===== config.mk =====
export PLATFORM = sky130hd
export DESIGN_NAME = fetch_stage
export DESIGN_NICKNAME = d
export VERILOG_FILES = /design/src/rtl/fetch_stage.sv
export SDC_FILE = /design/constraint.sdc
export NUM_CORES = 1
export LEC_CHECK = 0
export CAP_MARGIN = 20
export CORE_MARGIN = 2
export CORE_UTILIZATION = 45
export CTS_BUF_LIST = sky130_fd_sc_hd__clkbuf_8
export DETAILED_ROUTE_END_ITERATION = 6
export PLACE_DENSITY = 0.77
export SETUP_SLACK_MARGIN = 0.2
export SLEW_MARGIN = 0
export SYNTH_ARGS = -nofsm -noshare
export SYNTH_HDL_FRONTEND = slang
export SYNTH_SLANG_ARGS = --single-unit

===== constraint.sdc =====
create_clock -name clk -period 3.3 [get_ports clk]
set_input_delay 0.66 -clock clk [delete_from_list [all_inputs] [get_ports clk]]
set_output_delay 0.66 -clock clk [all_outputs]
set_load 0.005 [all_outputs]

===== src/rtl/fetch_stage.sv =====
// fetch_stage: PC, single-outstanding imem request handshake and IF/ID pipeline register.
module fetch_stage #(
  parameter logic [31:0] RESET_PC  = 32'h0000_0000,
  parameter logic [31:0] NOP_INSTR = 32'h0000_0013
) (
  input  logic        clk,
  input  logic        rst_n,
  input  logic        pc_write_enable,
  input  logic        if_id_write_enable,
  input  logic        if_id_flush,
  input  logic        branch_taken,
  input  logic [31:0] branch_target,
  output logic        imem_req,
  output logic [31:0] imem_addr,
  input  logic        imem_ready,
  input  logic        imem_rvalid,
  input  logic [31:0] imem_rdata,
  output logic [31:0] if_id_pc,
  output logic [31:0] if_id_instr,
  output logic        if_id_valid,
  output logic        fetch_busy
);
  typedef enum logic [2:0] {IDLE, REQ, WAIT, HOLD, DRAIN} state_t;
  state_t state, state_nx;
  logic [31:0] pc, pc_nx, hold, hold_nx;
  logic deliver, load;

  assign imem_req   = state == REQ;
  assign imem_addr  = pc;
  assign fetch_busy = state inside {REQ, WAIT, DRAIN};

  always_comb begin
    deliver  = pc_write_enable && if_id_write_enable && !if_id_flush && !branch_taken;
    state_nx = state;
    pc_nx    = pc;
    hold_nx  = hold;
    load     = 1'b0;
    case (state)
      IDLE: state_nx = REQ;
      REQ:
        if (branch_taken) begin
          pc_nx = branch_target;
          if (imem_ready) state_nx = DRAIN;
        end else if (imem_ready) state_nx = WAIT;
      WAIT:
        if (branch_taken) begin
          pc_nx    = branch_target;
          state_nx = imem_rvalid ? REQ : DRAIN;
        end else if (imem_rvalid && deliver) begin
          load     = 1'b1;
          pc_nx    = pc + 32'd4;
          state_nx = REQ;
        end else if (imem_rvalid) begin
          hold_nx  = imem_rdata;
          state_nx = HOLD;
        end
      HOLD:
        if (branch_taken) begin
          pc_nx    = branch_target;
          state_nx = REQ;
        end else if (deliver) begin
          load     = 1'b1;
          pc_nx    = pc + 32'd4;
          state_nx = REQ;
        end
      DRAIN: begin
        if (branch_taken) pc_nx = branch_target;
        if (imem_rvalid) state_nx = REQ;
      end
      default: state_nx = IDLE;
    endcase
  end

  always_ff @(posedge clk or negedge rst_n) begin
    if (!rst_n) begin
      state       <= IDLE;
      pc          <= RESET_PC;
      hold        <= NOP_INSTR;
      if_id_pc    <= 32'd0;
      if_id_instr <= NOP_INSTR;
      if_id_valid <= 1'b0;
    end else begin
      state <= state_nx;
      pc    <= pc_nx;
      hold  <= hold_nx;
      // a bubble keeps the old PC field; only a real delivery rewrites it
      if (branch_taken || if_id_flush) begin
        if_id_instr <= NOP_INSTR;
        if_id_valid <= 1'b0;
      end else if (load) begin
        if_id_pc    <= pc;
        if_id_instr <= state == WAIT ? imem_rdata : hold;
        if_id_valid <= 1'b1;
      end else if (if_id_write_enable) begin
        if_id_instr <= NOP_INSTR;
        if_id_valid <= 1'b0;
      end
    end
  end
endmodule

Word level (Yosys, flattened, before mapping)
Index checks and enable logic that the tools add are counted.
{"block": "op_classes", "n_eq_ne": 10, "n_mux": 29, "n_reduce_logical": 16, "n_bitwise": 3, "n_addsub": 1}
{"cell": "32-bit two-way mux", "n": 9}
{"cell": "32-bit case mux with 3 select lines", "n": 1}
{"cell": "32-bit by 3-bit adder with 32-bit output (second input constant)", "n": 1}
{"cell": "3-bit two-way mux", "n": 10}
{"cell": "3-bit case mux with 5 select lines", "n": 1}
{"cell": "4-bit AND reduction", "n": 3}
{"cell": "3-bit nonzero test", "n": 3}
{"cell": "1-bit two-way mux", "n": 7}
{"cell": "3-bit by 2-bit == test with 1-bit output (second input constant)", "n": 2}
{"cell": "1-bit logical AND", "n": 4}
{"cell": "2-bit by 1-bit != test with 1-bit output (second input constant)", "n": 2}
{"cell": "4-bit by 3-bit != test with 1-bit output (second input constant)", "n": 1}
{"cell": "3-bit by 1-bit == test with 1-bit output (second input constant)", "n": 1}
{"cell": "3-bit == test (second input constant)", "n": 1}
{"cell": "3-bit zero test", "n": 1}
{"cell": "3-bit by 2-bit != test with 1-bit output (second input constant)", "n": 1}
{"cell": "3-bit != test (second input constant)", "n": 1}
{"cell": "1-bit NOT", "n": 3}
{"cell": "1-bit zero test", "n": 2}
{"cell": "2-bit != test (second input constant)", "n": 1}
{"cell": "1-bit case mux with 2 select lines", "n": 1}
{"cell": "2-bit AND reduction", "n": 1}
{"cell": "2-bit OR reduction", "n": 1}
{"cell": "1-bit logical OR", "n": 1}
{"block": "word_totals", "word_cells": 65, "out_inout_bits": 99, "ff_bits": 132}

Logic depth before layout (Yosys ltp)
Gate-level depths: netlist of the first run.
{"block": "depth", "word_depth": 9, "mapped_depth": 8}

Worst setup path after synthesis of the first run
No wires, ideal clock.
{"block": "synth_path", "kind": "input port to flip-flop", "start": "input port if_id_flush", "end": "register pc[31], in the netlist imem_addr[31]", "setup_slack_ps": 1105, "path_stages": 6, "required_time_ps": 3231, "arrival_ps": 2126, "cell_sequence": "and3b_2 > or3b_4 > and2_1 > buf_6 > or4_1 > nand3_1"}
{"block": "synth_via", "elab_chain_len": 6, "elab_cells_between_ends": 7, "cone_classes": "eq/ne: 2; reduce/logical: 5"}
{"item": "start, declared", "line_no": "10", "text": "input logic if_id_flush,"}
{"item": "1-bit zero test (*)", "line_no": "33", "text": "deliver = pc_write_enable && if_id_write_enable && !if_id_flush && !branch_taken;"}
{"item": "1-bit logical AND (*) (2 in series)", "line_no": "33"}
{"item": "1-bit logical AND", "line_no": "49", "text": "end else if (imem_rvalid && deliver) begin"}
{"item": "3-bit by 2-bit != test with 1-bit output (no line)"}
{"item": "4-bit AND reduction (no line) (*)"}
{"item": "end signal, assigned", "line_no": "84", "text": "pc <= pc_nx;"}
{"item": "end, declared", "line_no": "25", "text": "logic [31:0] pc, pc_nx, hold, hold_nx;"}
Mark *: on every way between the ends. The rest lies on a longest branch, timed or not.
A chain may end at the register's enable or synchronous reset.

Worst setup path after layout of the first run
{"block": "layout_path", "start": "register state[1]", "end": "output port fetch_busy"}
{"block": "layout_via", "elab_chain_len": 2, "elab_cells_between_ends": 4, "cone_classes": "eq/ne: 3; reduce/logical: 1"}
{"item": "start, declared", "line_no": "24", "text": "state_t state, state_nx;"}
{"item": "start signal, assigned", "line_no": "83", "text": "state <= state_nx;"}
{"item": "3-bit by 1-bit == test with 1-bit output, or another cell as far along", "line_no": "30", "text": "assign fetch_busy = state inside {REQ, WAIT, DRAIN};"}
{"item": "3-bit nonzero test (*)", "line_no": "30"}
{"item": "end, declared", "line_no": "21", "text": "output logic fetch_busy"}
Marked as above.

==> results of run 1 <==
## metrics by stage
| stage | hold slack [ns] | instances | instance area [um^2] | utilization (%) |
|---|---|---|---|---|
| 6_report | 0.102 | 917 | 8470 | 63.5 |
| 5_1_grt | 0.0995 | 917 | 8470 | 63.5 |
| 4_1_cts | 0.424 | 916 | 8440 | 63.3 |
| 3_5_place_dp | 0.474 | 884 | 8050 | 60.3 |
| 3_3_place_gp | 0.465 | 884 | 8050 | 60.3 |
| 2_1_floorplan | 0.364 | 564 | 6170 | - |
## layout make-up
type	instances	area [um^2]
Fill cell	1084	4880
Clock inverter	9	76.3
Timing Repair Buffer	183	1850
Sequential cell	132	3310
Tap cell	176	220
Clock buffer	23	317
Inverter	8	30.0
Multi-Input combinational cell	386	2670
## sequential cells by signal, indices dropped and copies added (netlist names)
signal,count
hold,32
if_id_instr,32
if_id_pc,32
if_id_valid,1
imem_addr,32
state,3
## worst reg2reg max path, delay by kind of cell (launching register included)
kind            cells  cell delay [ns]
fa+ha+maj           1             0.24
flops               1             0.49
simple gates        3             1.11
compound gates      2             0.38
## report_power, final
| part | switching (mW) | internal [mW] | total [mW] |
|---|---|---|---|
| Sequential | 0.636 | 2.33 | 2.96 |
| Clock | 0.609 | 0.707 | 1.32 |
| Combinational | 1.36 | 1.90 | 3.26 |
| Total | 2.61 | 4.93 | 7.54 |
## metal layers
metal | global-route usage, % | vias up
met5 | 0 | -
met4 | 7.11 | 0
met3 | 7.14 | 26
met2 | 36.0 | 203
met1 | 28.9 | 2526
li1 | - | 2375
## layout by cell type (no fill, tap or decap), types with 3 or more instances in the layout
cell type	n
sky130_fd_sc_hd__nor3_1	3
sky130_fd_sc_hd__buf_4	10
sky130_fd_sc_hd__clkinvlp_4	3
sky130_fd_sc_hd__inv_1	9
sky130_fd_sc_hd__mux2_2	66
sky130_fd_sc_hd__o22a_1	3
sky130_fd_sc_hd__dfstp_2	6
sky130_fd_sc_hd__dfrtp_1	126
sky130_fd_sc_hd__o21a_1	3
sky130_fd_sc_hd__o21ai_0	52
sky130_fd_sc_hd__clkdlybuf4s50_1	169
sky130_fd_sc_hd__a21oi_1	36
sky130_fd_sc_hd__and3_1	5
sky130_fd_sc_hd__a31oi_1	7
sky130_fd_sc_hd__clkinv_2	4
sky130_fd_sc_hd__o22ai_1	12
sky130_fd_sc_hd__or3_1	3
sky130_fd_sc_hd__nand3_1	26
sky130_fd_sc_hd__nand2b_1	3
sky130_fd_sc_hd__nand4_1	11
sky130_fd_sc_hd__mux2i_1	32
sky130_fd_sc_hd__nor2_1	24
sky130_fd_sc_hd__nand2_1	57
sky130_fd_sc_hd__a2bb2oi_1	11
sky130_fd_sc_hd__clkbuf_8	23
## cells by family after synthesis
kind of cell             after synthesis  synth area share [%]
AND/OR/NAND/NOR                      148                  12.0
buffers and inverters                 46                  3.44
flip-flops                           132                  53.6
adder cells (fa/ha/maj)                1                 0.203
XOR/XNOR                               2                 0.284
AO/OA/AOI/OAI                        137                  13.2
multiplexers                          98                  17.2
## worst max-delay path by stage
stage,endpoint,slack [ns]
finish,fetch_busy,0.72
global placement,imem_addr[31]$_DFFE_PN0P_,0.50
floorplan,imem_addr[31]$_DFFE_PN0P_,1.11
detailed placement,imem_addr[31]$_DFFE_PN0P_,0.47
global route,fetch_busy,0.57
CTS,fetch_busy,0.67
==> results.md, run 1 <==
- Result of the run: finished, final reports clean
- Total number of vias: between 5,000 and 6,000
- Cts repair resizes: 0
- Required time of the critical path: 2.64 ns
- Number of antenna violations at the first check in global routing: 0
- Maximum fanout along the worst path: 12
- Wire length the detailed router placed on met1: approximately 6.7 mm
- Summed negative setup slack over all endpoints: 0 ns
- Top cell type's share of synthesized area: around half
- Remaining antenna violation count after routing: 0
- Number of primary I/O pins: 171
- Portion of the post-synthesis area used by sequential elements: between 50 and 60%
- Synthesis-to-finish area growth: 37.2%
- Clock buffers created by TritonCTS: 17
- Cell variety after synth: 48
- Die outline area: ~0.015 mm^2
- Number of gates on the worst path with buffers counted: 3
- Delay-heaviest family, CP: buffers and inverters
- First-pass DRT Iterations: 4
- Leading cell type by number of instances after synthesis: sky130_fd_sc_hd__dfrtp_1
- Hold Path Class: in2async
- Number of placement rows: 42
- Final GP Congestion: between 0.8 and 0.9
- Clock Tree Root: sky130_fd_sc_hd__clkbuf_8
- Min Clock Period, post-route: about 2.6 ns
- GR Overflow Total: 0
- Cell type with the highest aggregate area in the netlist: sky130_fd_sc_hd__dfrtp_1
- Number of post-CTS setup repair buffers: 0
- Prevailing post-synth register cell: sky130_fd_sc_hd__dfrtp_1
- Worst-case clock skew: about 0.011 ns
- Die Span Y: roughly 120 um
- Wire length of the first global-routing pass: 25.4 mm
- Clock Latency Late Sink: approximately 0.45 ns
- Startpoint of the worst register-to-register path: imem_addr[2]$_DFFE_PN0P_
- Area of the core region: roughly 0.013 mm^2
- Pins Over Slew Limit: 0
- Cell with the largest stage delay on the worst path: sky130_fd_sc_hd__clkdlybuf4s50_1
- Arrival time reported for the critical path endpoint: 1.92 ns
- Reg2Reg Setup Slack: 1.00 ns
- Number of flip-flops and latches in the synthesized netlist: roughly 130
- Highest metal used: met4
- Worst supply voltage drop on vdd: approximately 0.00042 V
- Asr flop ratio synth: 100%
- Vias per cell: approximately 5.6
- Maximum buffer depth of the clock tree: 2
- Count of yosys warnings during synthesis: 0
- Worst-case setup margin in the final layout: a little over 0.7 ns
- Setup Slack @ Placement: between 0.4 and 0.5 ns
- Via count of the first global-routing pass: 4,910
- Post-layout total power: approximately 7.5 mW
- Final setup violation count: 0
- RSZ-0062 raised after global routing: false
- Count of hold buffers inserted by post-cts repair: 0
- H-tree levels: 4
- Final worst-path cycle share: roughly four fifths
- Net count after synthesis: around 640
- Wirelength, routed: 15.7 mm
- Number of remaining DRC errors: 0
- Synthesized netlist cell count: ~560
- Post-DR wirelength/cell: about 17 um
- Measured slew at the worst slew-check pin: about 0.72 ns
- Depth of the worst register-to-register path: 6
- Wire length on met3: about 1.3 mm
- Most instantiated cells after synthesis: sky130_fd_sc_hd__dfrtp_1, sky130_fd_sc_hd__mux2_2, sky130_fd_sc_hd__nand2_1
- TritonCTS clock tree: yes
- Element type at the critical path start: register
- Width of the chip: 121 um
- Top cells by area in the synthesized netlist: sky130_fd_sc_hd__dfrtp_1, sky130_fd_sc_hd__mux2_2, sky130_fd_sc_hd__mux2i_1
- Pin count of the biggest net entering global routing: between 100 and 150
- Global-route total usage across every layer: 22.4%
- Initial cell density of the core: between 40% and 50%
- Ordered list of cells on the worst path: o21ai_0, o21a_1, clkdlybuf4s50_1
- R2R Path End: imem_addr[22]$_DFFE_PN0P_
- Routed wl met2: ~7.5 mm
- Number of buffers inserted by port buffering: 170
- Hold violation count in the final report: 0
- Antenna diode count: 0
- Crit path capture type: output port
- Static leakage power: 3.44 nW
- Crit path kind: reg2out
- Max-cap viol count: 0
- Clk slew on worst S/H paths: around 0.07 ns
- Proportion of layout cells with a drive suffix above 1: between 10% and 20%
- Setup crit start: state[1]$_DFFE_PN0P_
- Critical Path Max Stage Delay: approximately 0.53 ns
- Hpwl dp: 10.9 mm
- Area of the mapped netlist: 0.00617 mm^2
- CP Buf/Inv Count: 1
- CTS sink cnt: 132
- DRC violation total after the first TritonRoute iteration: about 340
- Maximum clock frequency: ~390 MHz
- Max transition margin: 51.6%
- Synth Area per Inst: 10.9 um^2
- Power density cells: 890 mW/mm^2
- Count of flip-flops with a built-in enable after synthesis: 0
- Net count of the finished layout: approximately 800
Note: power is estimated with default switching activity, not from simulation.
==> inputs of run 2 (changes only) <==
==> constraint.sdc (replaced) <==
create_clock -name clk -period 2.63 [get_ports clk]
set_input_delay 0.526 -clock clk [delete_from_list [all_inputs] [get_ports clk]]
set_output_delay 0.526 -clock clk [all_outputs]
set_load 0.005 [all_outputs]
==> run 2 against run 1 <==
Compared with the run above:
- die area did not move
- design area rose by 1.9%
- final cell count rose by 0.87%
- highest routed layer unchanged
==> results.md, run 2 (same netlist as run 1, synthesis figures left out) <==
- Result of the run: finished, final reports clean
- Number of buffers inserted by port buffering: 170
- Summed negative setup slack over all endpoints: 0 ns
- Via count of the first global-routing pass: 5,083
- Ordered list of cells on the worst path: xor2_1, o21a_1, clkdlybuf4s50_1
- CTS sink cnt: ~130
- DRC violation total after the first TritonRoute iteration: between 300 and 400
- Final setup violation count: 0
- RSZ-0062 raised after global routing: false
- Commonest non-fill, non-tap cells in the layout: sky130_fd_sc_hd__clkdlybuf4s50_1, sky130_fd_sc_hd__dfrtp_1, sky130_fd_sc_hd__mux2_2
- GR Overflow Total: 0
- Arrival time reported for the critical path endpoint: ~1.8 ns
- Final worst-path cycle share: ~90%
- Max transition margin: 42.0%
- Number of placement rows: 42
- Die Span Y: between 100 and 150 um
- Multi-input gate area: 0.00268 mm^2
- Pin count of the biggest net entering global routing: 68
- Number of primary I/O pins: roughly 170
- Global-route total usage across every layer: 22.7%
- Worst-case clock skew: 0.0109 ns
- Maximum fanout along the worst path: 12
- Clock buffers created by TritonCTS: 17
- Area of the core region: roughly 0.013 mm^2
- Clock Latency Late Sink: 0.46 ns
- Maximum clock frequency: between 400 and 500 MHz
- Measured slew at the worst slew-check pin: roughly 0.86 ns
- Final GP Congestion: a little over 0.8
- Cell with the largest stage delay on the worst path: sky130_fd_sc_hd__clkdlybuf4s50_1
- Core Util, Final: around 65%
- Remaining antenna violation count after routing: 0
- Element type at the critical path start: register
- Hold Path Class: in2async
- Proportion of layout cells with a drive suffix above 1: about a fifth
- Power density cells: between 1000 and 1500 mW/mm^2
- Hpwl dp: approximately 11 mm
- Worst supply voltage drop on vdd: roughly 0.00043 V
- Min Hold Slack: about 0.060 ns
- H-tree levels: 4
- Hold violation count in the final report: 0
- Wirelength, routed: about 16 mm
- Vias per cell: ~5.6
- Critical Path Max Stage Delay: 0.53 ns
- Antenna diode count: 0
- Crit path kind: reg2out
- Net count of the finished layout: 809
- Total number of vias: between 5,000 and 6,000
- Required time of the critical path: 2.10 ns
- Min Clock Period, post-route: about 2.3 ns
- Wire length of the first global-routing pass: between 20 and 30 mm
- Number of remaining DRC errors: 0
- Maximum buffer depth of the clock tree: 2
- Static leakage power: around 3.5 nW
- Crit path capture type: output port
- First-pass DRT Iterations: 5
- Count of placed standard cells in the final layout, fillers left out: a little over 900
- Count of filler cells inserted in the layout: approximately 1,100
- Commonest non-fill, non-tap cell in the layout: sky130_fd_sc_hd__clkdlybuf4s50_1
- TritonCTS clock tree: yes
- Clock Tree Root: sky130_fd_sc_hd__clkbuf_8
- Post-DR wirelength/cell: approximately 18 um
- Initial cell density of the core: 46.3%
- Max-cap viol count: 0
- Number of antenna violations at the first check in global routing: 0
- Cell Count Post-Placement: between 800 and 900
- Die outline area: between 0.01 and 0.015 mm^2
- Sequential cell area: ~0.0033 mm^2
- Clk slew on worst S/H paths: 0.08 ns
- Width of the chip: 121 um
- Synthesis-to-finish area growth: 39.8%
- Pins Over Slew Limit: 0
- Number of post-CTS setup repair buffers: 0
-- run 2: cell count changes in the layout (fill, tap and decap cells not counted), sizes merged --
cell,change
clkdlybuf4s50,-1
bufinv,+4
clkinvlp,-2
clkinv,-2
buf,+8
dlymetal6s2s,+1
-- run 2: critical path, delay by kind of cell (launching register included) --
| family | cells | cell delay (ns) |
|---|---|---|
| buffers and inverters | 1 | 0.53 |
| flip-flops | 1 | 0.50 |
| XOR/XNOR | 1 | 0.17 |
| AO/OA/AOI/OAI | 1 | 0.12 |
-- run 2: area by class of cell --
| class | instances | area share (%) |
|---|---|---|
| Tap cell | 176 | 2.55 |
| Clock buffer | 23 | 3.67 |
| Sequential cell | 132 | 38.4 |
| Inverter | 8 | 0.348 |
| Multi-Input combinational cell | 386 | 31.0 |
| Clock inverter | 9 | 1.99 |
| Timing Repair Buffer | 191 | 22.0 |
-- run 2: metrics by stage --
stage	cell area, um^2	setup WS [ns]	power [mW]
3_3_place_gp	8130	0.0618	7.76
2_1_floorplan	6170	0.570	5.84
5_1_grt	8630	0.242	10.6
3_5_place_dp	8130	0.0451	7.94
6_report	8630	0.326	10.0
4_1_cts	8620	0.221	10.0
-- run 2: timing repair --
action | CTS | global route
hold buffers | 0 | 0
resized for setup | 2 | 4
pin swaps | 0 | 1
setup endpoints to repair | 1 | 3
-- run 2: where the power goes --
| part | total (mW) | switching [mW] | internal, mW |
|---|---|---|---|
| clock | 2.06 | 0.785 | 1.28 |
| sequential | 3.69 | 0.760 | 2.93 |
| combinational | 4.25 | 1.81 | 2.45 |
-- run 2: worst paths after layout --
check	from	to	slack (ns)	depth (start not counted)
worst max-delay path	state[1]$_DFFE_PN0P_	fetch_busy	0.33	3
worst min-delay path	rst_n	imem_addr[15]$_DFFE_PN0P_	0.06	1
worst max register to register	imem_addr[3]$_DFFE_PN0P_	imem_addr[22]$_DFFE_PN0P_	0.42	6
worst min register to register	if_id_instr[30]$_DFFE_PN0P_	if_id_instr[30]$_DFFE_PN0P_	0.48	2
max in group asynchronous	rst_n	state[2]$_DFFE_PN0P_	1.86	2
min in group clk	if_id_instr[30]$_DFFE_PN0P_	if_id_instr[30]$_DFFE_PN0P_	0.48	2
-- run 2: routing by layer --
metal  vias up  GRT usage [%]  share of wire, %
met3        32           7.99               8.8
met5         -              0                 0
li1       2393              -                 -
met1      2551           29.5                42
met4         0           7.90               1.6
met2       228           35.5                47
